==> config.mk <==
export PLATFORM = sky130hd
export DESIGN_NAME = tlcd_reader
export DESIGN_NICKNAME = d
export VERILOG_FILES = /design/src/rtl/tlcd_reader.sv
export SDC_FILE = /design/constraint.sdc
export NUM_CORES = 1
export LEC_CHECK = 0
export ABC_AREA = 1
export CAP_MARGIN = 20
export CORE_ASPECT_RATIO = 0.6
export CORE_MARGIN = 2
export CORE_UTILIZATION = 30
export CTS_CLUSTER_SIZE = 28
export DETAILED_ROUTE_END_ITERATION = 8
export PLACE_DENSITY = 0.59
export RECOVER_POWER = 100
export SYNTH_ARGS = -nofsm -noshare
export SYNTH_HDL_FRONTEND = slang
export SYNTH_SLANG_ARGS = --single-unit
==> constraint.sdc <==
create_clock -name clk -period 4.1 [get_ports clk]
set_clock_uncertainty 0.05 [all_clocks]
set_input_delay 0.82 -clock clk [delete_from_list [all_inputs] [get_ports clk]]
set_output_delay 0.82 -clock clk [all_outputs]
set_load 0.01 [all_outputs]
==> src/rtl/tlcd_reader.sv <==
// rtl/tlcd_reader.sv - HD44780 Text LCD read engine: single reads and busy-flag polling
// Drives E/RS/RW while it owns the bus; a top-level mux hands the pins over on bus_own.
module tlcd_reader #(
  parameter int SETUP_CYC   = 4,
  parameter int E_HIGH_CYC  = 25,
  parameter int HOLD_CYC    = 2,
  parameter int RECOVER_CYC = 25,
  parameter int POLL_MAX    = 1000
) (
  input  logic       clk,
  input  logic       rst,
  input  logic       rd_req,
  input  logic       rd_rs,
  input  logic       poll_req,
  input  logic [7:0] TLCD_D_in,
  output logic       TLCD_E,
  output logic       TLCD_RS,
  output logic       TLCD_RW,
  output logic       bus_own,
  output logic       rd_busy,
  output logic       rd_done,
  output logic [7:0] rd_data,
  output logic       busy_flag,
  output logic [6:0] addr_cnt,
  output logic       poll_timeout
);

  localparam int M1      = (SETUP_CYC > E_HIGH_CYC) ? SETUP_CYC : E_HIGH_CYC;
  localparam int M2      = (HOLD_CYC > RECOVER_CYC) ? HOLD_CYC : RECOVER_CYC;
  localparam int MAX_CYC = (M1 > M2) ? M1 : M2;
  localparam int CNT_W   = $clog2(MAX_CYC + 1);
  localparam int PCNT_W  = $clog2(POLL_MAX + 1);

  typedef enum logic [2:0] {S_IDLE, S_SETUP, S_EHIGH, S_HOLD, S_RECOVER} state_t;

  state_t            r_state;
  state_t            w_next_state;
  logic [CNT_W-1:0]  r_cnt;
  logic [PCNT_W-1:0] r_pcnt;
  logic              r_rs;
  logic              r_poll;
  logic              r_done;
  logic              r_timeout;
  logic [7:0]        r_data;
  logic              r_bf;
  logic [6:0]        r_ac;

  logic w_accept;
  logic w_phase_end;
  logic w_sample;
  logic w_done;
  logic w_poll_again;
  logic w_timeout_set;
  logic w_bus_own;

  always_ff @(posedge clk) begin
    if (rst) r_state <= S_IDLE;
    else     r_state <= w_next_state;
  end

  always_comb begin
    w_next_state  = r_state;
    w_accept      = 1'b0;
    w_phase_end   = 1'b0;
    w_sample      = 1'b0;
    w_done        = 1'b0;
    w_poll_again  = 1'b0;
    w_timeout_set = 1'b0;
    case (r_state)
      S_IDLE: begin
        if (rd_req || poll_req) begin
          w_accept     = 1'b1;
          w_next_state = S_SETUP;
        end
      end
      S_SETUP: begin
        if (r_cnt == CNT_W'(SETUP_CYC - 1)) begin
          w_phase_end  = 1'b1;
          w_next_state = S_EHIGH;
        end
      end
      S_EHIGH: begin
        if (r_cnt == CNT_W'(E_HIGH_CYC - 1)) begin
          w_phase_end  = 1'b1;
          w_sample     = 1'b1;
          w_next_state = S_HOLD;
        end
      end
      S_HOLD: begin
        if (r_cnt == CNT_W'(HOLD_CYC - 1)) begin
          w_phase_end  = 1'b1;
          w_next_state = S_RECOVER;
        end
      end
      S_RECOVER: begin
        if (r_cnt == CNT_W'(RECOVER_CYC - 1)) begin
          w_phase_end = 1'b1;
          // Poll re-enters SETUP directly so rd_busy never drops between BF reads
          if (r_poll && r_data[7] && (r_pcnt != PCNT_W'(POLL_MAX))) begin
            w_poll_again = 1'b1;
            w_next_state = S_SETUP;
          end else begin
            w_done        = 1'b1;
            w_timeout_set = r_poll && r_data[7];
            w_next_state  = S_IDLE;
          end
        end
      end
      default: w_next_state = S_IDLE;
    endcase
  end

  always_ff @(posedge clk) begin
    if (rst) begin
      r_cnt     <= '0;
      r_pcnt    <= '0;
      r_rs      <= 1'b0;
      r_poll    <= 1'b0;
      r_done    <= 1'b0;
      r_timeout <= 1'b0;
      r_data    <= 8'h00;
      r_bf      <= 1'b1;
      r_ac      <= 7'h00;
    end else begin
      r_done <= w_done;
      if (w_accept || w_phase_end) r_cnt <= '0;
      else if (r_state != S_IDLE)  r_cnt <= r_cnt + 1'b1;
      if (w_accept) begin
        r_rs   <= rd_req ? rd_rs : 1'b0;
        r_poll <= !rd_req;
        if (!rd_req) begin
          r_pcnt    <= PCNT_W'(1);
          r_timeout <= 1'b0;
        end
      end
      if (w_sample) begin
        r_data <= TLCD_D_in;
        if (!r_rs) begin
          r_bf <= TLCD_D_in[7];
          r_ac <= TLCD_D_in[6:0];
        end
      end
      if (w_poll_again) r_pcnt <= r_pcnt + 1'b1;
      if (w_done) begin
        r_poll <= 1'b0;
        if (r_poll) r_timeout <= w_timeout_set;
      end
    end
  end

  assign w_bus_own    = (r_state == S_SETUP) || (r_state == S_EHIGH) || (r_state == S_HOLD);
  assign bus_own      = w_bus_own;
  assign TLCD_E       = (r_state == S_EHIGH);
  assign TLCD_RW      = w_bus_own;
  assign TLCD_RS      = r_rs && w_bus_own;
  assign rd_busy      = (r_state != S_IDLE);
  assign rd_done      = r_done;
  assign rd_data      = r_data;
  assign busy_flag    = r_bf;
  assign addr_cnt     = r_ac;
  assign poll_timeout = r_timeout;

endmodule

==> impl_metrics.csv <==
group,metric,value,unit
global_route,grt_pass1_vias,1718,
final_layout,nFillCells,692,
cts,cts_hold_buf,0,
drt,post_drt_wl_per_cell,12.1,µm
drt,vias,1828,
cts,cts.path.max_buffers,2,
power,power.leakage,0.00102,µW
floorplan,start_util,30.6,%
power,pwr-share-comb,27.6,%
synth,syn-cell-area,2020,µm²
cts,cts_setup_buffers,0,
placed_design,place_congestion,0.864,
floorplan,core,6590,µm²
sta,slew_headroom,52.2,%
global_route,antenna_found_initial,0,
final_layout,fin_nets,340,
synth,synth_edf_count,0,
floorplan,die_h,67.5,µm
drt,first_pass_iters,4,
sta,finalHoldViolations,0,
synth,yosys.area_share.adder,3.10,%
drt,drt-total-wl,4960,µm
floorplan,dieArea,7420,µm²
worst_setup_path,worstPathMaxFanout,9,
power,switching_power,319,µW
sta,tightestPinTransition,0.715,ns
sta,fin_crit,2.76,ns
cts,cts.reportedPaths.clkPinSlew,0.08,ns
power,seqPwrFrac,43.6,%
worst_hold_path,hp-class,"flip-flop to flip-flop",
final_layout,drive_gt1_share,7.12,%
power,netSwitchingFraction,33.7,%
synth,synth_top_family_by_area,"simple AND/OR/NAND/NOR gates",
cts,htree_levels,2,
floorplan,io_pins,36,
worst_setup_path,start_kind,"flip-flop",
final_layout,final_cells,410,
synth,ys_types,28,
worst_setup_path,crit_arrival,1.89,ns
power,intPower,628,µW
sta,worst_hold_slack,0.414,ns
global_route,grt_max_degree,21,
sta,fin_tns_setup,0,ns
synth,synthMuxAreaShare,0,%
cts,cts.sinks,38,
synth,ys_seq_area_share,37.7,%
power,ir_worst_vdd,0.000145,V
worst_setup_path,critPathRequiredTime,3.23,ns
placed_design,post-place-cells,402,
sta,rsz0062_at_grt,"no",
synth,synth_ff_type,"dfxtp_1",
final_layout,post-route-util,37.3,%
sta,setup_viol,0,
sta,slew_viol_final,0,
final_layout,syn2layout_area_growth,21.8,%
synth,synth_top_area_share,37.7,%
synth,synth_compound_area_share,8.37,%
global_route,grt_first_pass_wirelength,8410,µm
cts,cts_root_buffer,"clkbuf_8",
synth,synth_area_leaders,"dfxtp_1 38%, nand2_1 13%, nor2_1 8.2%",
floorplan,dieWidth,110,µm
cts,clk_latency,0.29,ns
drt,vias_per_cell,4.46,
synth,ys_ff_latch,38,
drt,final_antenna_net_count,0,
global_route,overflow,0,
synth,synth_xor_area_share,1.74,%
synth,synth_top_area_cell,"dfxtp_1",
placed_design,port_buffers,35,
sta,timing.final.crit_share,67.2,%
drt,drc_errors,0,
flow_run,drv_cap,0,
placed_design,dp_hpwl,3670,µm
synth,ys_warn_count,0,
power,finalPower,948,µW
cts,tritoncts,"done",
synth,netlist_instances,285,
floorplan,rows,23,
worst_setup_path,end_kind,"output port",
synth,syn_avg_cell_area,7.08,µm²
synth,syn-num-nets,303,
final_layout,diodes,0,
sta,timing.fmax,363,MHz
global_route,track_usage,15.0,%
outcome,status,"complete, no violations",
synth,synth-async-reset-ratio,0,%
drt,drt_iter0_markers,112,
worst_setup_path,crit_type,"flip-flop to output port",
power,clkPwrFrac,28.8,%
synth,synthSimpleGateAreaFrac,40.0,%
cts,cts_buffers,5,
cts,post_cts_resized,0,
power,power_density,386,nW/µm²
==> cell usage after synthesis (5+ instances only) <==
master / n
ha_1: 5
a21oi_1: 17
nand3_1: 18
dfxtp_1: 38
o21ai_0: 14
inv_1: 34
nor2_1: 44
nand4_1: 7
nand2_1: 70
nand2_4: 5
==> final cells by class <==
cell class | count | area [µm²] | area share, %
clock inverters | 1 | 5.00 | 0.204
clock buffers | 7 | 86.3 | 3.51
inverters | 37 | 140 | 5.70
well taps | 87 | 109 | 4.43
flip-flops and latches | 38 | 761 | 31.0
multi-input cells | 204 | 1000 | 40.8
repair buffers | 36 | 354 | 14.4
==> flip-flops by register name (all words and copies together), names as in the netlist <==
name and count:
r_poll 1, addr_cnt 7, r_pcnt 10, busy_flag 1, r_state 3, poll_timeout 1
r_rs 1, rd_done 1, rd_data 8, r_cnt 5
==> kinds of logic after synthesis <==
group / after synthesis
buffers and inverters: 43
AND/OR/NAND/NOR: 162
XOR/XNOR: 4
adder cells (fa/ha/maj): 5
AO/OA/AOI/OAI: 33
flip-flops: 38
==> final timing paths <==
kind              cells past startpoint                        to  slack, ns                startpoint
hold / removal                        2  addr_cnt[1]$_SDFFE_PP0P_       0.41  addr_cnt[1]$_SDFFE_PP0P_
hold reg to reg                       2  addr_cnt[1]$_SDFFE_PP0P_       0.41  addr_cnt[1]$_SDFFE_PP0P_
setup / recovery                      3                   rd_busy       1.34   r_state[2]$_SDFFE_PP0P_
setup reg to reg                     10  addr_cnt[3]$_SDFFE_PP0P_       1.70     r_cnt[0]$_SDFFE_PP0N_
==> critical path: stages, from the launching register on <==
cell and delay (ns):
dfxtp_1 0.49, inv_1 0.18, nand2_1 0.32, clkdlybuf4s50_1 0.60
==> through the flow <==
step | worst slack (ns) | instance area (µm²)
2_1_floorplan | 2.32 | 2020
3_3_place_gp | 1.65 | 2440
3_5_place_dp | 1.60 | 2440
4_1_cts | 1.59 | 2530
5_1_grt | 1.20 | 2460
6_report | 1.34 | 2460
==> placed cells by master (no fill, tap or decap), drive strengths merged, types with 13 or more instances in the layout <==
cell type / synthesis / layout
o21ai: 15 / 15
nand3: 19 / 19
dfxtp: 38 / 38
clkdlybuf4s50: 0 / 13
inv: 36 / 36
dlygate4sd3: 0 / 22
nand2: 79 / 79
a21oi: 18 / 18
nor2: 51 / 51
==> metal layers <==
| layer | vias up | routed length [µm] | track usage (%) |
|---|---|---|---|
| met2 | 49 | 1730 | 18.9 |
| met4 | 0 | 63 | 5.22 |
| met5 | - | 0 | 0 |
| met3 | 6 | 296 | 4.25 |
| met1 | 800 | 2870 | 23.2 |
| li1 | 973 | - | - |
==> power by group through the flow <==
stage | clock network [µW] | registers, µW | logic [µW]
3_5_place_dp | 0 | 421 | 279
6_report | 273 | 413 | 262
5_1_grt | 298 | 417 | 303
2_1_floorplan | 0 | 416 | 195
4_1_cts | 279 | 412 | 280
3_3_place_gp | 0 | 420 | 278
Note: power is estimated with default switching activity, not from simulation.
